`src/rtl/dbc_port_status_gen_if.sv`:
```
// Status/change signal bundle between the DbC port producer and its environment.
// The producer (slave) takes the software and link inputs and drives the registered status.
interface dbc_port_status_gen_if;
   logic       sw_dce;
   logic       sw_int_en;
   logic       sw_w1c_valid;
   logic [3:0] sw_w1c_mask;
   logic       link_connect;
   logic [3:0] link_state;
   logic       port_rst_act;
   logic       port_rst_done;
   logic       cfg_error;
   logic       DCE;
   logic       CCS;
   logic       PED;
   logic [3:0] PLS;
   logic       CSC;
   logic       PRC;
   logic       PLC;
   logic       CEC;
   logic       DCI;
   logic [2:0] port_state;

   modport master (
      output sw_dce, sw_int_en, sw_w1c_valid, sw_w1c_mask, link_connect,
             link_state, port_rst_act, port_rst_done, cfg_error,
      input  DCE, CCS, PED, PLS, CSC, PRC, PLC, CEC, DCI, port_state
   );

   modport slave (
      input  sw_dce, sw_int_en, sw_w1c_valid, sw_w1c_mask, link_connect,
             link_state, port_rst_act, port_rst_done, cfg_error,
      output DCE, CCS, PED, PLS, CSC, PRC, PLC, CEC, DCI, port_state
   );
endinterface

```
`src/rtl/dbc_port_status_gen.sv`:
```
// DbC port state tracker producing registered status, sticky RW1C change bits and interrupt.
// All outputs update one cycle after their cause; no backpressure, inputs are sampled every cycle.
module dbc_port_status_gen #(
   parameter int DEBOUNCE_CYCLES = 16,
   parameter int CNT_W           = 5
) (
   input logic                  clock,
   input logic                  reset,
   dbc_port_status_gen_if.slave ps
);

   typedef enum logic [2:0] {
      ST_OFF       = 3'd0,
      ST_DISCONN   = 3'd1,
      ST_CONNECTED = 3'd2,
      ST_RESETTING = 3'd3,
      ST_ENABLED   = 3'd4,
      ST_ERROR     = 3'd5
   } state_t;

   localparam logic [CNT_W-1:0] CNT_LAST = CNT_W'(DEBOUNCE_CYCLES - 1);

   state_t           state, state_nxt;
   logic [CNT_W-1:0] deb_cnt, deb_cnt_nxt;
   logic             acc_lvl, acc_lvl_nxt;
   logic             dce;
   logic             ccs, ccs_nxt;
   logic             ped, ped_nxt;
   logic [3:0]       pls, pls_nxt;
   logic             csc, csc_nxt;
   logic             prc, prc_nxt;
   logic             plc, plc_nxt;
   logic             cec, cec_nxt;
   logic             dci, dci_nxt;
   logic             active;
   logic             acc_rise, acc_fall;
   logic             set_csc, set_prc, set_plc, set_cec;
   logic [3:0]       clr;

   always_comb begin
      state_nxt   = state;
      deb_cnt_nxt = deb_cnt;
      acc_lvl_nxt = acc_lvl;
      ccs_nxt     = ccs;
      ped_nxt     = ped;
      pls_nxt     = pls;
      acc_rise    = 1'b0;
      acc_fall    = 1'b0;
      set_csc     = 1'b0;
      set_prc     = 1'b0;
      set_plc     = 1'b0;
      set_cec     = 1'b0;
      active      = (state != ST_OFF) && ps.sw_dce;
      clr         = ps.sw_w1c_valid ? ps.sw_w1c_mask : 4'b0000;

      // Debounce and link-state tracking only run while the port is live.
      if (active) begin
         if (ps.link_connect != acc_lvl) begin
            if (deb_cnt == CNT_LAST) begin
               acc_lvl_nxt = ps.link_connect;
               deb_cnt_nxt = '0;
               acc_rise    = ps.link_connect;
               acc_fall    = !ps.link_connect;
            end else begin
               deb_cnt_nxt = deb_cnt + CNT_W'(1);
            end
         end else begin
            deb_cnt_nxt = '0;
         end
         pls_nxt = ps.link_state;
         set_plc = (ps.link_state != pls);
      end

      if (!ps.sw_dce) begin
         state_nxt = ST_OFF;
      end else begin
         unique case (state)
            ST_OFF: state_nxt = ST_DISCONN;
            ST_DISCONN: begin
               if (acc_rise) begin
                  state_nxt = ST_CONNECTED;
                  ccs_nxt   = 1'b1;
                  set_csc   = 1'b1;
               end
            end
            ST_CONNECTED, ST_RESETTING, ST_ENABLED, ST_ERROR: begin
               // A debounced disconnect pre-empts every port event in the same cycle.
               if (acc_fall) begin
                  state_nxt = ST_DISCONN;
                  ccs_nxt   = 1'b0;
                  ped_nxt   = 1'b0;
                  set_csc   = 1'b1;
               end else if (state == ST_RESETTING) begin
                  if (ps.port_rst_done) begin
                     state_nxt = ST_ENABLED;
                     ped_nxt   = 1'b1;
                     set_prc   = 1'b1;
                  end
               end else if (ps.port_rst_act) begin
                  state_nxt = ST_RESETTING;
                  ped_nxt   = 1'b0;
               end else if (state == ST_ENABLED && ps.cfg_error) begin
                  state_nxt = ST_ERROR;
                  ped_nxt   = 1'b0;
                  set_cec   = 1'b1;
               end
            end
            default: state_nxt = ST_OFF;
         endcase
      end

      // Set wins over a simultaneous write-1-to-clear.
      csc_nxt = (csc & ~clr[0]) | set_csc;
      prc_nxt = (prc & ~clr[1]) | set_prc;
      plc_nxt = (plc & ~clr[2]) | set_plc;
      cec_nxt = (cec & ~clr[3]) | set_cec;

      if (state_nxt == ST_OFF) begin
         deb_cnt_nxt = '0;
         acc_lvl_nxt = 1'b0;
         ccs_nxt     = 1'b0;
         ped_nxt     = 1'b0;
         pls_nxt     = 4'h0;
         csc_nxt     = 1'b0;
         prc_nxt     = 1'b0;
         plc_nxt     = 1'b0;
         cec_nxt     = 1'b0;
      end

      dci_nxt = ps.sw_int_en & (csc_nxt | prc_nxt | plc_nxt | cec_nxt);
   end

   always_ff @(posedge clock) begin
      if (!reset) begin
         state   <= ST_OFF;
         deb_cnt <= '0;
         acc_lvl <= 1'b0;
         dce     <= 1'b0;
         ccs     <= 1'b0;
         ped     <= 1'b0;
         pls     <= 4'h0;
         csc     <= 1'b0;
         prc     <= 1'b0;
         plc     <= 1'b0;
         cec     <= 1'b0;
         dci     <= 1'b0;
      end else begin
         state   <= state_nxt;
         deb_cnt <= deb_cnt_nxt;
         acc_lvl <= acc_lvl_nxt;
         dce     <= ps.sw_dce;
         ccs     <= ccs_nxt;
         ped     <= ped_nxt;
         pls     <= pls_nxt;
         csc     <= csc_nxt;
         prc     <= prc_nxt;
         plc     <= plc_nxt;
         cec     <= cec_nxt;
         dci     <= dci_nxt;
      end
   end

   assign ps.DCE        = dce;
   assign ps.CCS        = ccs;
   assign ps.PED        = ped;
   assign ps.PLS        = pls;
   assign ps.CSC        = csc;
   assign ps.PRC        = prc;
   assign ps.PLC        = plc;
   assign ps.CEC        = cec;
   assign ps.DCI        = dci;
   assign ps.port_state = state;

endmodule
```
`src/flat_wrapper.sv`:
```
// flat-port wrapper written by rule: the top's interface ports become plain ports
module dbc_port_status_gen_flat 
#(
   parameter int DEBOUNCE_CYCLES = 16,
   parameter int CNT_W           = 5
)
  (clock, reset, ps_sw_dce, ps_sw_int_en, ps_sw_w1c_valid, ps_sw_w1c_mask, ps_link_connect, ps_link_state, ps_port_rst_act, ps_port_rst_done, ps_cfg_error, ps_DCE, ps_CCS, ps_PED, ps_PLS, ps_CSC, ps_PRC, ps_PLC, ps_CEC, ps_DCI, ps_port_state);
  dbc_port_status_gen_if ps_i ();
  input logic clock;
  input logic reset;
  input wire logic [$bits(ps_i.sw_dce)-1:0] ps_sw_dce;
  input wire logic [$bits(ps_i.sw_int_en)-1:0] ps_sw_int_en;
  input wire logic [$bits(ps_i.sw_w1c_valid)-1:0] ps_sw_w1c_valid;
  input wire logic [$bits(ps_i.sw_w1c_mask)-1:0] ps_sw_w1c_mask;
  input wire logic [$bits(ps_i.link_connect)-1:0] ps_link_connect;
  input wire logic [$bits(ps_i.link_state)-1:0] ps_link_state;
  input wire logic [$bits(ps_i.port_rst_act)-1:0] ps_port_rst_act;
  input wire logic [$bits(ps_i.port_rst_done)-1:0] ps_port_rst_done;
  input wire logic [$bits(ps_i.cfg_error)-1:0] ps_cfg_error;
  output wire logic [$bits(ps_i.DCE)-1:0] ps_DCE;
  output wire logic [$bits(ps_i.CCS)-1:0] ps_CCS;
  output wire logic [$bits(ps_i.PED)-1:0] ps_PED;
  output wire logic [$bits(ps_i.PLS)-1:0] ps_PLS;
  output wire logic [$bits(ps_i.CSC)-1:0] ps_CSC;
  output wire logic [$bits(ps_i.PRC)-1:0] ps_PRC;
  output wire logic [$bits(ps_i.PLC)-1:0] ps_PLC;
  output wire logic [$bits(ps_i.CEC)-1:0] ps_CEC;
  output wire logic [$bits(ps_i.DCI)-1:0] ps_DCI;
  output wire logic [$bits(ps_i.port_state)-1:0] ps_port_state;
  assign ps_i.sw_dce = ps_sw_dce;
  assign ps_i.sw_int_en = ps_sw_int_en;
  assign ps_i.sw_w1c_valid = ps_sw_w1c_valid;
  assign ps_i.sw_w1c_mask = ps_sw_w1c_mask;
  assign ps_i.link_connect = ps_link_connect;
  assign ps_i.link_state = ps_link_state;
  assign ps_i.port_rst_act = ps_port_rst_act;
  assign ps_i.port_rst_done = ps_port_rst_done;
  assign ps_i.cfg_error = ps_cfg_error;
  assign ps_DCE = ps_i.DCE;
  assign ps_CCS = ps_i.CCS;
  assign ps_PED = ps_i.PED;
  assign ps_PLS = ps_i.PLS;
  assign ps_CSC = ps_i.CSC;
  assign ps_PRC = ps_i.PRC;
  assign ps_PLC = ps_i.PLC;
  assign ps_CEC = ps_i.CEC;
  assign ps_DCI = ps_i.DCI;
  assign ps_port_state = ps_i.port_state;
  dbc_port_status_gen #(.DEBOUNCE_CYCLES(DEBOUNCE_CYCLES), .CNT_W(CNT_W)) u_core (.clock(clock), .reset(reset), .ps(ps_i));
endmodule
```
`config.mk`:
```
export PLATFORM = sky130hd
export DESIGN_NAME = dbc_port_status_gen_flat
export DESIGN_NICKNAME = d
export VERILOG_FILES = /design/src/rtl/dbc_port_status_gen_if.sv /design/src/rtl/dbc_port_status_gen.sv /design/src/flat_wrapper.sv
export SDC_FILE = /design/constraint.sdc
export NUM_CORES = 1
export LEC_CHECK = 0
export ABC_AREA = 1
export BUFFER_PORTS_ARGS = -buffer_cell sky130_fd_sc_hd__buf_2
export CORE_UTILIZATION = 47
export CTS_CLUSTER_DIAMETER = 150
export CTS_CLUSTER_SIZE = 8
export DETAILED_ROUTE_END_ITERATION = 10
export PLACE_DENSITY = 0.85
export SETUP_SLACK_MARGIN = 0.2
export SKIP_LAST_GASP = 1
export SLEW_MARGIN = 25
export SYNTH_ARGS = -nofsm -noshare
export SYNTH_HDL_FRONTEND = slang
export SYNTH_SLANG_ARGS = --single-unit
```
`constraint.sdc`:
```
create_clock -name clock -period 1.7 [get_ports clock]
set_clock_uncertainty 0.15 [all_clocks]
set_input_delay 0.425 -clock clock [delete_from_list [all_inputs] [get_ports clock]]
set_output_delay 0.425 -clock clock [all_outputs]
set_load 0.005 [all_outputs]
```
### Word level (Yosys, flattened, before mapping)

Cells that the tools add are included.

| operators by class | value |
|---|---|
| equal/unequal tests | 11 |
| reductions and logical operators | 13 |
| add/sub/neg operators | 1 |
| bitwise gates (word level) | 17 |
| muxes and demuxes | 45 |

Operator list:

| operator | number |
|---|---|
| $mux W1 | 32 |
| $mux W3 | 7 |
| $mux W5 | 2 |
| $pmux W3 S3 | 1 |
| $reduce_and A4 Y1 | 2 |
| $or A1 B1 Y1 | 7 |
| $eq A3 B2 Y1 const B | 2 |
| $eq A3 B3 Y1 const B | 2 |
| $logic_not A3 Y1 | 2 |
| $add A5 B1 Y5 const B | 1 |
| $and A1 B1 Y1 | 5 |
| $eq A5 B4 Y1 const B | 1 |
| $not A1 Y1 | 5 |
| $mux W4 | 1 |
| $ne A2 B1 Y1 const B | 2 |
| $ne A4 B4 Y1 | 1 |
| $pmux W1 S2 | 2 |
| $reduce_bool A4 Y1 | 1 |
| $reduce_or A4 Y1 | 1 |
| $eq A3 B1 Y1 const B | 1 |
| $ne A3 B2 Y1 const B | 1 |
| $reduce_and A3 Y1 | 1 |
| $reduce_bool A3 Y1 | 1 |
| $logic_and A1 B1 Y1 | 2 |
| other kinds (4) | 4 |

| storage, ports and cells | value |
|---|---|
| logic and storage cells | 99 |
| bits in registers | 21 |

### Logic depth before layout (Yosys ltp)

Gate-level depths: netlist (run 1).

| logic depth | value |
|---|---|
| depth in word-level cells | 14 |
| mapped depth | 12 |
| gate-level depth less buffers | 11 |

### Least setup slack after synthesis (run 1)

Ideal clock, no wire load.

| timing | value |
|---|---|
| kind | reg-to-reg |
| start | reg u_core.deb_cnt[0] |
| end | reg u_core.ccs (netlist: u_core.ps.CCS) |
| library setup time | 124 ps |
| slack | -193 ps |
| arrival | 1,619 ps |
| cell stages (with the launch flop) | 12 |
| path through | dfxtp_1 -> ha_1 -> nand4_2 -> nor2_8 -> nand3_4 -> nand3_1 -> nand2_1 -> nand2_2 -> nand2_2 -> nor2_8 -> buf_8 -> nor2_4 |

| on the way | value |
|---|---|
| word-level cells in the longest chain between the ends | 9 |

RTL lines:

| what | RTL line | RTL |
|---|---|---|
| from (decl) | dbc_port_status_gen.sv:24 | `logic [CNT_W-1:0] deb_cnt, deb_cnt_nxt;` |
| from (signal assigned) | dbc_port_status_gen.sv:149 | `deb_cnt <= deb_cnt_nxt;` |
| $eq A5 B4 Y1 * | dbc_port_status_gen.sv:59 | `if (deb_cnt == CNT_LAST) begin` |
| $mux W1 | dbc_port_status_gen.sv:59 |  |
| $mux W1 | dbc_port_status_gen.sv:58 | `if (ps.link_connect != acc_lvl) begin` |
| $mux W1 | dbc_port_status_gen.sv:57 | `if (active) begin` |
| $mux W3, on equally long branches | dbc_port_status_gen.sv:88, dbc_port_status_gen.sv:80 |  |
| $pmux W3 S3 | dbc_port_status_gen.sv:77 | `unique case (state)` |
| $mux W3 | dbc_port_status_gen.sv:74 | `if (!ps.sw_dce) begin` |
| $logic_not A3 Y1 | dbc_port_status_gen.sv:118 | `if (state_nxt == ST_OFF) begin` |
| $reduce_or A2 Y1 (no line) | - |  |
| to (signal assigned) | dbc_port_status_gen.sv:152 | `ccs <= ccs_nxt;` |
| to (decl) | dbc_port_status_gen.sv:27 | `logic ccs, ccs_nxt;` |

Every way passes the cells marked *; elsewhere a longest branch is shown, timed or not.
A chain may end at the register's enable or synchronous reset.

### Worst setup path after layout (run 1)

| timing | value |
|---|---|
| start | reg u_core.state[1] (netlist: u_core.ps.port_state[1]) |
| end | reg u_core.pls[2] (netlist: u_core.ps.PLS[2]) |

| on the way | value |
|---|---|
| word-level cells in the longest chain between the ends | 10 |

RTL lines:

| what | RTL line | RTL |
|---|---|---|
| from (decl) | dbc_port_status_gen.sv:23 | `state_t state, state_nxt;` |
| from (signal assigned) | dbc_port_status_gen.sv:148 | `state <= state_nxt;` |
| $eq A3 B3 Y1 | dbc_port_status_gen.sv:77, dbc_port_status_gen.sv:102 |  |
| $logic_and A1 B1 Y1 | dbc_port_status_gen.sv:102 | `end else if (state == ST_ENABLED && ps.cfg_error) begin` |
| $mux W3 | dbc_port_status_gen.sv:102 |  |
| $mux W3 | dbc_port_status_gen.sv:99 | `end else if (ps.port_rst_act) begin` |
| $mux W3 | dbc_port_status_gen.sv:93 | `end else if (state == ST_RESETTING) begin` |
| $mux W3 | dbc_port_status_gen.sv:88 | `if (acc_fall) begin` |
| $pmux W3 S3 | dbc_port_status_gen.sv:77 |  |
| $mux W3 | dbc_port_status_gen.sv:74 |  |
| $logic_not A3 Y1 | dbc_port_status_gen.sv:118 |  |
| $reduce_or A2 Y1 (no line) | - |  |
| to (signal assigned) | dbc_port_status_gen.sv:154 | `pls <= pls_nxt;` |
| to (decl) | dbc_port_status_gen.sv:29 | `logic [3:0] pls, pls_nxt;` |

Parallel ways exist; a longest one is shown, timed or not.

==> impl_summary.md, run 1 <==
Status
The run finished, with violations left. The final reports fail on setup timing.

CTS
The longest clock path from root to sink contains 2 buffers. The clock root buffer master is sky130_fd_sc_hd__clkbuf_4. The CTS tree is done.

For this design, the sink count on the clock tree is 21. The clock slew at the register clock pins of the worst setup and hold paths is 0.12 ns. The deepest level of the CTS H-tree is 1. The number of buffers added by the clock tree synthesis step is 3. Clock latency on the worst-skew pair, taken at its later pin, is 0.32 ns. The number of hold-repair buffers added at the cts stage is 0.

Placement
Port buffering added 31 buffers. The congestion estimate from routability-driven global placement came to between 0.8 and 0.9. The placed instances occupy a cell area of ~1700 µm². The detailed-placement wirelength estimate is between 2000 and 2500 µm.

STA
The final critical-path share of the clock period is 107%. The final-report hold violation count is 0. After layout, the minimum clock period comes to approximately 1.8 ns. The worst hold-check slack is roughly 0.18 ns. The worst slew slack as a fraction of its limit is between 70 and 80%. The actual transition at the worst max-transition pin is 0.307 ns. The number of max-slew violations in the final report came to 0. The final worst slack is -0.117 ns. The highest clock rate is approximately 550 MHz. Setup violations remaining at the end of the flow were counted as 17. Setup repair after global routing could not meet its margin everywhere.

Floorplanning
After floorplanning, the core was divided into 18 placement rows. Once the floorplan was initialized, standard cells occupied 50.1% of the core. The core region area is roughly 2500 µm².

The die is approximately 53 µm wide. The boundary pin count is 32. From bottom edge to top edge, the die measures between 50 and 60 µm. The area of the die is roughly 2900 µm².

Layout
The area growth from synthesis to final layout is 46.3%. The net count reported at finish is 240. The count of antenna diodes in the layout is 0. The share of layout cells above drive strength 1 is around half. The filler cell count is around 170.

Once layout is done, the placed cells without fillers occupy roughly 1800 µm².

Route
For this run, design rule violations remaining after detail routing come to 0. Dividing the detail-routed wire length by the instance count gives 14.0 µm. The total wirelength of the detailed-routed design is 3500 µm. Before antenna repair, the detailed router went through 4 iterations.

The count of nets left with antenna violations once routing finished came out at 0. For this block, the via count after detailed routing is 1,258. For this block, the initial DRC count from the detailed router was 37.

The average via count per standard cell is between 5 and 6.

Logic synthesis
The synthesized netlist devotes under 10% of its cell area to XOR and XNOR gates. The post-synthesis share of cell area spent on full adders, half adders and majority gates is just over 2%. The synthesized cell area is roughly 1200 µm².

Synthesis inferred 21 register bits. Counting distinct cell types in the post-synthesis netlist gives 29. By area the synthesized netlist is led by sky130_fd_sc_hd__dfxtp_1 (34%), sky130_fd_sc_hd__nand2_1 (9.1%), sky130_fd_sc_hd__nor2_4 (9.1%), sky130_fd_sc_hd__inv_1 (7.6%), sky130_fd_sc_hd__nor2_1 (4.2%). The average size of a mapped cell is ~8 µm². Summed over all instances, the cell type with the most area after synthesis is sky130_fd_sc_hd__dfxtp_1. The post-synthesis simple-gate area fraction is 39.3%. The Yosys step of the flow raised 0 warnings.

After synthesis, flip-flops and latches occupy 33.9% of the total area. The fraction of synthesized cell area taken by the top area cell type is 33.9%. The post-synthesis compound-gate area fraction is approximately 8.6%. After synthesis, the largest family of logic cells by area is simple AND/OR/NAND/NOR gates.

In the synthesized netlist, mux cells make up 3.23% of the area. The cell count after synthesis came out at between 150 and 200. Counting every net in the synthesized netlist gives about 180.

Critical path
The worst setup path startpoint is u_core.ps.port_state[1]$_SDFF_PN0_. The start of the worst register-to-register path is u_core.ps.port_state[1]$_SDFF_PN0_. STA classifies the critical path startpoint as a flip-flop. In this run the worst setup path terminates at u_core.ps.PLS[2]$_SDFFE_PP0P_. The critical path class is reg2reg. The critical path data arrival time is about 1.9 ns. The number of cells on the worst reg-to-reg path is 11. The setup check on the worst reg-to-reg path leaves a slack of -0.12 ns.

The worst reg2reg path endpoint is u_core.ps.PLS[2]$_SDFFE_PP0P_. The peak fanout along the critical path is 6. The endpoint class of the critical path is a flip-flop.

For the worst setup path, the data required time is 1.77 ns.

Power
The worst IR drop on VDD is ~0.63 mV. The net switching power figure is roughly 0.25 mW. For this design the ratio of total power to cell area is around 500 nW/µm². The relative contribution of combinational cells to total power is ~17%. The share of total power in sequential cells is roughly 55%. Net switching is about 28% of the power. The leakage power figure is about 0.86 nW.

The design draws 0.914 mW. Cell internal power was estimated by the tool at around 0.66 mW. The share of total power dissipated in the clock network is between 20% and 30%.

Global routing
The global routing usage summed across all routing layers is 24.4%. The largest net degree at the start of global routing is 13. The final global-route overflow total is 0. The met3 routing resource usage after global routing is ~4.3%. The number of global-route vias before repair came to about 1,100. Global routing used ~30% of the available met1 tracks. The routing layer with the top usage in global route is met2.

The initial antenna violation count is 0. The wire length of the first global-routing pass is roughly 5000 µm. The fraction of met2 tracks used by global routing is between 40% and 50%.

Flow run
The number of max-cap violations is 0.

Worst hold path
The tightest min-delay check is of the in2reg type.
area by class of cell:
class	instances	area, µm²	area share (%)
timing repair buffer	61	427	23.5
tap	30	37.5	2.07
clock inverter	1	5.00	0.276
multi-input combinational	108	797	43.9
inverter	26	97.6	5.38
sequential	21	429	23.6
clock buffer	3	22.5	1.24
per-stage QoR:
stage	TNS (ns)	setup slack [ns]	cells	utilization (%)
finish	-1.82	-0.117	250	73.3
global route	-3.01	-0.196	250	73.3
CTS	-1.11	-0.0765	249	71.1
detailed placement	-2.94	-0.196	242	67.0
global placement	-2.50	-0.166	242	67.0
floorplan	-0.650	-0.0722	157	-
worst min-delay path by stage:
| stage | end | depth (start not counted) | startpoint |
|---|---|---|---|
| CTS | u_core.ps.DCI$_SDFF_PN0_ | 3 | ps_sw_int_en |
| global route | u_core.ps.DCE$_SDFF_PN0_ | 3 | reset |
| global placement | u_core.deb_cnt[4]$_SDFFE_PP0P_ | 2 | u_core.deb_cnt[4]$_SDFFE_PP0P_ |
| detailed placement | u_core.deb_cnt[4]$_SDFFE_PP0P_ | 2 | u_core.deb_cnt[4]$_SDFFE_PP0P_ |
| floorplan | u_core.deb_cnt[4]$_SDFFE_PP0P_ | 2 | u_core.deb_cnt[4]$_SDFFE_PP0P_ |
| finish | u_core.ps.DCE$_SDFF_PN0_ | 3 | reset |
flip-flops by register name, indices dropped and copies added (netlist names):
name	cells
u_core.acc_lvl	1
u_core.ps.CEC	1
u_core.ps.PLS	4
u_core.ps.PRC	1
u_core.ps.DCI	1
u_core.deb_cnt	5
u_core.ps.PED	1
u_core.ps.CSC	1
u_core.ps.port_state	3
u_core.ps.PLC	1
u_core.ps.CCS	1
u_core.ps.DCE	1
Yosys cell counts (all sizes together):
library cell   n
inv           26
a21oi          3
mux2i          4
ha             2
nand2         34
a22oi          1
a21boi         2
and2           1
xor2           1
or2            1
nor3           1
xnor2          4
nand4          7
nor2          26
o21ai         10
nand3         11
buf            2
dfxtp         21
critical path, cell delays in order, from the launching register on:
cell	delay [ns]
sky130_fd_sc_hd__dfxtp_2	0.44
sky130_fd_sc_hd__buf_4	0.15
sky130_fd_sc_hd__nand4_1	0.16
sky130_fd_sc_hd__o21ai_0	0.11
sky130_fd_sc_hd__inv_1	0.07
sky130_fd_sc_hd__nand3_2	0.08
sky130_fd_sc_hd__nand2_2	0.05
sky130_fd_sc_hd__nand2_2	0.08
sky130_fd_sc_hd__nand2_4	0.07
sky130_fd_sc_hd__nor2_8	0.15
sky130_fd_sc_hd__buf_16	0.16
sky130_fd_sc_hd__nor2_4	0.03
what timing repair did:
action / CTS / global route
buffers inserted: 2 / 1
pin swaps: 8 / 6
gates cloned: 1 / 0
setup endpoints to repair: 19 / 22
gates resized for setup: 11 / 12
cells in the final DEF (no fill, tap or decap), types with 3 or more instances in the layout:
cell / Yosys / final
sky130_fd_sc_hd__buf_2: 1 / 30
sky130_fd_sc_hd__nand2_1: 30 / 27
sky130_fd_sc_hd__buf_4: 0 / 26
sky130_fd_sc_hd__inv_1: 25 / 24
sky130_fd_sc_hd__dfxtp_1: 21 / 16
sky130_fd_sc_hd__nor2_4: 10 / 13
sky130_fd_sc_hd__o21ai_0: 10 / 10
sky130_fd_sc_hd__nor2_1: 14 / 10
sky130_fd_sc_hd__nand3_1: 10 / 8
sky130_fd_sc_hd__nand4_1: 6 / 6
sky130_fd_sc_hd__nand2_2: 2 / 4
sky130_fd_sc_hd__xnor2_1: 4 / 4
sky130_fd_sc_hd__mux2i_1: 4 / 4
sky130_fd_sc_hd__dfxtp_2: 0 / 4
sky130_fd_sc_hd__nand2_4: 2 / 3
sky130_fd_sc_hd__clkbuf_4: 0 / 3
sky130_fd_sc_hd__buf_6: 0 / 3
cell families (layout without fill, tap and decap cells):
group	Yosys count	in the layout
AND/OR/NAND/NOR	81	81
buffers and inverters	28	91
flip-flops	21	21
AO/OA/AOI/OAI	16	16
XOR/XNOR	5	5
multiplexers	4	4
adder cells (fa/ha/maj)	2	2
per-layer routing:
layer | vias up | routed length [µm]
li1 | 626 | -
met1 | 591 | 1480
met2 | 32 | 1850
met3 | 9 | 105
met4 | 0 | 76
met5 | - | 0
power groups by stage:
stage          sequential [mW]  clock, mW  combinational (mW)
4_1_cts                  0.499      0.242               0.146
2_1_floorplan            0.511          0              0.0749
3_3_place_gp             0.510          0               0.129
3_5_place_dp             0.510          0               0.132
6_report                 0.500      0.257               0.156
5_1_grt                  0.501      0.287               0.168
Note: power is estimated with default switching activity, not from simulation.
==> run 2: changes to the inputs <==
--- a/config.mk
+++ b/config.mk
@@ -10,5 +10,4 @@
 export CORE_UTILIZATION = 47
 export CTS_CLUSTER_DIAMETER = 150
-export CTS_CLUSTER_SIZE = 8
 export DETAILED_ROUTE_END_ITERATION = 10
 export PLACE_DENSITY = 0.85
==> constraint.sdc (replaced) <==
create_clock -name clock -period 1.7 [get_ports clock]
set_clock_uncertainty 0.15 [all_clocks]
set_input_delay 0.255 -clock clock [delete_from_list [all_inputs] [get_ports clock]]
set_output_delay 0.255 -clock clock [all_outputs]
set_load 0.005 [all_outputs]
==> run 2 against run 1 <==
Compared with the run above:
- the flow finishes with violations (hold timing, setup timing)
- count of clock-buffer cells in the layout unchanged
- die area unchanged
- power down 1.5%
- global-route usage down 1.6 points
- sequential share of layout area down 0.68 points
- final area up 2.1%
- critical endpoint is now u_core.ps.CSC$_SDFF_PN0_
==> impl_summary.md, run 2 (synthesis results as in run 1) <==
Placement
The placer's final routability congestion estimate is about 0.86. The detailed-placement wirelength estimate is between 2000 and 2500 µm. The setup slack after placement is -0.148 ns.

Input and output buffers added on the ports amount to 31.

Global routing
The initial antenna violation count came to 0. The first global-routing pass estimated 4630 µm of wire. The global routing usage summed across all routing layers is between 20% and 30%. The final global-route overflow total is 0.

The number of global-route vias before repair came to 1,147. Entering global routing, the biggest net connects 13 pins.

Layout
In the final design database the tool counted 245 nets. In the layout the commonest cells are sky130_fd_sc_hd__buf_2 (31), sky130_fd_sc_hd__buf_4 (31), sky130_fd_sc_hd__nand2_1 (26). u_core.deb_cnt holds more flip-flops than any other register.

The sequential cells in the finished layout cover a total of between 400 and 500 µm². Summing all multi-input logic gate instances after layout gives about 820 µm². The area growth from synthesis to layout is 49.3%. The layout has 170 filler cells. The number of antenna diodes in the final layout is 0. Of the cells placed in the final design, the portion with a size suffix greater than 1 is 51.1%. The post-layout utilization of the core is 74.8%.

The number of flip-flops in the largest register is 5.

Worst hold path
The startpoint of the most critical hold path is ps_sw_dce. The path with the worst hold slack has its endpoint at u_core.ps.DCE$_SDFF_PN0_. The worst hold path passes through 3 cells. The class of the worst hold path is in2reg.

Route
The detailed router's first-iteration violation count is 40. The number of vias after detailed routing is 1,250. The average via count per standard cell is ~4.9. Dividing the detail-routed wire length by the instance count gives between 10 and 15 µm. The first-pass iteration count of the detailed router is 4. The total wirelength of the detailed-routed design is between 2000 and 3000 µm. The remaining design rule violation count is 0. In this run the remaining antenna-violating nets after routing total 0.

Critical path
The worst setup path is of the reg2reg kind. The depth of the worst register-to-register path is 10. The biggest cell delay along the critical path is around 0.37 ns. The worst reg2reg path endpoint is u_core.ps.CSC$_SDFF_PN0_. Data on the critical path is required at its endpoint by 1.81 ns.

In this run the critical register-to-register path is launched from u_core.deb_cnt[1]$_SDFFE_PP0P_. Setup slack on the worst reg-to-reg path comes out at -0.12 ns. Among all stages on the critical path, the largest delay is contributed by sky130_fd_sc_hd__dfxtp_2. STA classifies the critical path endpoint as a flip-flop. STA puts the critical path data arrival time at just under 2 ns. In this run the worst path has a maximum fanout of 7. STA classifies the critical path startpoint as a flip-flop. The signal on the critical path passes through ha_4, nand4_4, nor2_8, nand3_4, nand2_2, nand2_2, a21oi_4, nor2_8, buf_12, nor2_4.

CTS
The clock latency on the worst-skew pair is approximately 0.32 ns. TritonCTS built the clock tree. The clock root buffer master is sky130_fd_sc_hd__clkbuf_4. The number of buffers added by the clock tree synthesis step is 3.

The deepest level of the CTS H-tree is 1. For this design, the sink count on the clock tree is 21. The clock tree buffer depth is 2. After clock tree synthesis, the clock-pin slew on the worst setup and hold paths is roughly 0.13 ns.

Status
The run finished, with violations left. The checks that failed: hold timing, setup timing.

Floorplanning
The die span in x is 53.4 µm. The boundary pin count is 32. The core region area is 2480 µm². The area of the die is approximately 2900 µm². The floorplan has 18 rows. The die extent in y is 53.4 µm. The starting density of the core is 50.1%.

Power
In this run the power spent charging and discharging nets is between 0.2 and 0.25 mW. The worst-case IR drop observed on VDD is approximately 0.47 mV. Combinational cells account for 16.4% of the total power. The power density relative to cell area is about 490 nW/µm². Summed over all cells, the static leakage comes to ~0.88 nW. The net switching fraction of the power is between 20% and 30%. After layout, the design draws a total of about 0.9 mW.

The share of total power in the clock network is 28.0%. Per report_power, the sequential group accounts for about 56% of the total. Internal power comes to 0.654 mW.

STA
Setup repair after global routing could not meet its margin everywhere. The final-report hold violation count is 1. The final worst slack is -0.123 ns. At the pin with the least slew margin, the transition time is 0.352 ns. The minimum clock period is 1.82 ns. The worst slew slack as a fraction of its limit is around 76%. The worst hold-check slack is -0.00442 ns. The highest clock rate is approximately 550 MHz. The count of endpoints failing setup in the final report is 17. After routing, the total negative slack on setup checks comes to -1.66 ns. After layout, the worst path uses 107% of the clock period.

The number of max-slew violations in the final report came to 0.

Flow run
Max-cap violations in this run came to 0.
## run 2: through the flow
step / area (µm²) / std cells
4_1_cts: 1770 / 252
5_1_grt: 1850 / 255
2_1_floorplan: 1280 / 157
3_3_place_gp: 1670 / 244
3_5_place_dp: 1670 / 244
6_report: 1850 / 255
## run 2: area by class of cell
class / count / share of cell area [%]
Sequential cell: 21 / 23.0
Tap cell: 30 / 2.03
Clock buffer: 3 / 1.22
Timing Repair Buffer: 66 / 23.8
Multi-Input combinational cell: 108 / 44.5
Inverter: 26 / 5.27
Clock inverter: 1 / 0.270
## run 2: how the worst max path moves through the flow
stage                                        start                             to  slack, ns  cells after the start
floorplan           u_core.deb_cnt[1]$_SDFFE_PP0P_     u_core.ps.CCS$_SDFFE_PP0P_      -0.07                      9
global placement    u_core.deb_cnt[1]$_SDFFE_PP0P_  u_core.ps.PLS[0]$_SDFFE_PP0P_      -0.06                      9
detailed placement  u_core.deb_cnt[1]$_SDFFE_PP0P_  u_core.ps.PLS[1]$_SDFFE_PP0P_      -0.15                      9
CTS                 u_core.deb_cnt[0]$_SDFFE_PP0P_  u_core.ps.PLS[1]$_SDFFE_PP0P_      -0.08                     11
global route        u_core.deb_cnt[1]$_SDFFE_PP0P_     u_core.ps.CCS$_SDFFE_PP0P_      -0.21                      9
finish              u_core.deb_cnt[1]$_SDFFE_PP0P_       u_core.ps.CSC$_SDFF_PN0_      -0.12                     10
## run 2: what timing repair did
action                                  4_1_cts  5_1_grt
pin swaps                                    15       10
endpoints found under the setup margin       18       20
buffers inserted                              3        3
hold buffers                                  1        0
resized for setup                            10       15
hold endpoints to repair                      1        0
## run 2: critical path, delay by kind of cell, from the launching register on
family / cells / cell delay (ns)
flip-flops: 1 / 0.37
AO/OA/AOI/OAI: 1 / 0.21
AND/OR/NAND/NOR: 7 / 0.75
buffers and inverters: 1 / 0.15
adder cells (fa/ha/maj): 1 / 0.15
## run 2: metal layers
metal | vias to the layer above | wire, µm | global-route usage (%) | part of all wire [%]
met5 | - | 0 | 0 | 0
met4 | 0 | 93 | 11.8 | 3.1
met3 | 10 | 101 | 3.16 | 3.4
met2 | 37 | 1470 | 39.6 | 50
met1 | 572 | 1300 | 26.6 | 44
li1 | 631 | - | - | -
## run 2: power groups by stage
stage,combinational (mW),sequential (mW),clock (mW)
floorplan,0.0749,0.511,0
global placement,0.130,0.510,0
detailed placement,0.134,0.510,0
CTS,0.140,0.499,0.248
global route,0.159,0.500,0.271
finish,0.148,0.500,0.252
==> run 3: changes to the inputs <==
- CTS_CLUSTER_SIZE: unset -> 14
- REMOVE_ABC_BUFFERS: unset -> 1
==> run 3 against run 2 <==
Compared with the run above:
- die area unchanged
- first-iteration DRC count shrank 25%
- combinational power rose by 6%
- highest routed layer unchanged
- register-to-register slack worse by 0.07 ns
- cell count up 1.2%
- the run ends with setup timing left
- global-route usage is 1.2 points higher
- critical endpoint is now u_core.ps.PLS[1]$_SDFFE_PP0P_
==> impl_summary.md, run 3 (synthesis results as in run 1) <==
CTS
No sink is reached through more buffers than the 2 on the longest clock path. The clock slew at the register clock pins of the worst setup and hold paths is 0.12 ns. TritonCTS built the clock tree. For the worst-skew pair, the clock arrives at the later sink with an insertion delay of 0.32 ns.

The tree is rooted in a sky130_fd_sc_hd__clkbuf_4. The sink count of the clock tree is 21. In this run the number of H-tree levels came out at 1. The number of buffers added by the clock tree synthesis step is 3.

Power
Power spread over the standard cell area amounts to between 400 and 500 nW/µm². Across the VDD grid, the largest voltage drop is roughly 0.73 mV. The leakage power figure is approximately 0.91 nW. Total power for the finished layout comes to approximately 0.9 mW.

Layout
The most flop-heavy register is u_core.deb_cnt. The count of non-filler cells in the finished layout is between 200 and 300. The share of layout cells above drive strength 1 is about 48%. The post-layout utilization of the core is about three quarters. The top cell types in the final layout, fill and taps aside, are sky130_fd_sc_hd__buf_4 (32), sky130_fd_sc_hd__buf_2 (31), sky130_fd_sc_hd__nand2_1 (28). The number of flip-flops in the largest register is 5. 0 antenna diodes ended up in the layout. After filler insertion, the fill cell instance count of the layout stands at around 160. For this run, the post-layout net count is around 250.

The commonest non-fill, non-tap cell in the layout is sky130_fd_sc_hd__buf_4. The final design instance area without fill is ~1900 µm². The area growth from synthesis to final layout is 50.5%.

Placement
In this run the cell area measured after placement is approximately 1600 µm². The cell count after placement is 243. Prior to clock tree synthesis, the placed netlist has a worst setup slack of -0.250 ns. Detailed placement ended at an HPWL of 2070 µm. The congestion estimate from routability-driven global placement came to around 0.9.

The count of buffers added on input and output ports is 31.

Critical path
The number of buffer and inverter instances along the worst setup path is 2. The endpoint class of the critical path is a flip-flop. The critical path goes through ha_4, nand4_4, nor2_8, buf_4, nand4_1, nand2_2, nand2_4, nand2_4, nor2_8, clkbuf_16, nor2_4. The nature of the critical path startpoint is a flip-flop. The slowest library cell on the worst path is sky130_fd_sc_hd__dfxtp_2. The worst setup path is of the reg2reg kind.

The dominant delay contributor by cell family on the critical path is simple AND/OR/NAND/NOR gates. The biggest cell delay along the critical path is 0.38 ns. The peak fanout along the critical path is 5.

STA puts the critical path data required time at approximately 1.8 ns. The critical path data arrival time is roughly 2.0 ns.

Floorplanning
The boundary pin count is 32. The initialized floorplan defines 18 standard-cell rows. The die span in x is between 50 and 60 µm. The core region area is approximately 2500 µm². From bottom edge to top edge, the die measures between 50 and 60 µm. The die covers approximately 2900 µm². The starting density of the core is approximately 50%.

Global routing
The number of global-route vias before repair is around 1,100. The first global-routing pass estimated about 4900 µm of wire. Entering global routing, the biggest net connects 14 pins.

After global routing the overflow that remains totals 0. Global routing used around 24% of the available tracks. The initial antenna violation count is 0.

Worst hold path
The class of the worst hold path is in2reg.

STA
The number of max-slew violations in the final report is 0. Setup repair after global routing could not meet its margin everywhere. The worst hold-check slack is ~0.085 ns. The final-report hold violation count came to 0. The total negative slack is -2.79 ns.

The smallest clock period supported by the final layout is computed as between 1.5 and 2 ns. At the pin with the least slew margin, the transition time is 0.349 ns. Measured against its own limit, the worst slew margin works out to ~76%.

The final critical-path share of the clock period is 111%. Static timing analysis puts the maximum clock frequency at around 530 MHz. The count of endpoints failing setup in the final report is 18. Setup slack on the critical path of the routed design comes to -0.193 ns.

Status
The flow ran to the end, but the final reports show violations. The final reports fail on setup timing.

Route
The total wirelength of the detailed-routed design is approximately 3400 µm. Dividing the detail-routed wire length by the instance count gives around 13 µm. The average via count per standard cell is 4.91. The number of vias after detailed routing is around 1,300.

After the first detailed-routing iteration, the DRC count stood at 30. The remaining design rule violation count is 0. The pre-antenna-repair detailed-routing pass consisted of 4 iterations. The count of nets left with antenna violations once routing finished came out at 0.

Flow run
The number of max-cap violations is 0.
run 3: final cells by class:
class	count	area (µm²)	share of cell area, %
Multi-Input combinational cell	108	787	42.1
Sequential cell	21	424	22.7
Clock inverter	1	7.51	0.402
Inverter	26	97.6	5.22
Clock buffer	3	22.5	1.21
Tap cell	30	37.5	2.01
Timing Repair Buffer	69	492	26.3
run 3: report_power, final:
part / leakage (nW) / internal [mW] / total [mW] / switching, mW
logic: 0.729 / 0.0757 / 0.157 / 0.0810
clock network: 0.0139 / 0.0901 / 0.258 / 0.167
registers: 0.171 / 0.497 / 0.500 / 0.00325
total: 0.914 / 0.662 / 0.914 / 0.252
run 3: path summary, 6_finish.rpt:
check,startpoint,endpoint,slack [ns],depth (start not counted)
max,u_core.deb_cnt[0]$_SDFFE_PP0P_,u_core.ps.PLS[1]$_SDFFE_PP0P_,-0.19,11
min,ps_sw_dce,u_core.ps.DCE$_SDFF_PN0_,0.09,4
min reg2reg,u_core.deb_cnt[4]$_SDFFE_PP0P_,u_core.deb_cnt[4]$_SDFFE_PP0P_,0.34,2
max reg2reg,u_core.deb_cnt[0]$_SDFFE_PP0P_,u_core.ps.PLS[1]$_SDFFE_PP0P_,-0.19,11
run 3: timing repair:
action	CTS	global route
resized for setup	15	11
hold buffers	2	0
gates cloned	1	0
pin swaps	11	12
setup endpoints to repair	20	20
hold endpoints to repair	2	0
buffers inserted	4	4
run 3: routing by layer:
metal	vias to the layer above	wire, µm	global-route usage [%]
li1	641	-	-
met5	-	0	0
met2	33	1680	40.2
met4	0	144	10.5
met3	17	120	4.31
met1	575	1440	29.4
run 3: worst min-delay path: stages:
cell                      delay (ns)
sky130_fd_sc_hd__buf_2          0.09
sky130_fd_sc_hd__buf_4          0.11
sky130_fd_sc_hd__nand2_1        0.04
sky130_fd_sc_hd__inv_1          0.04
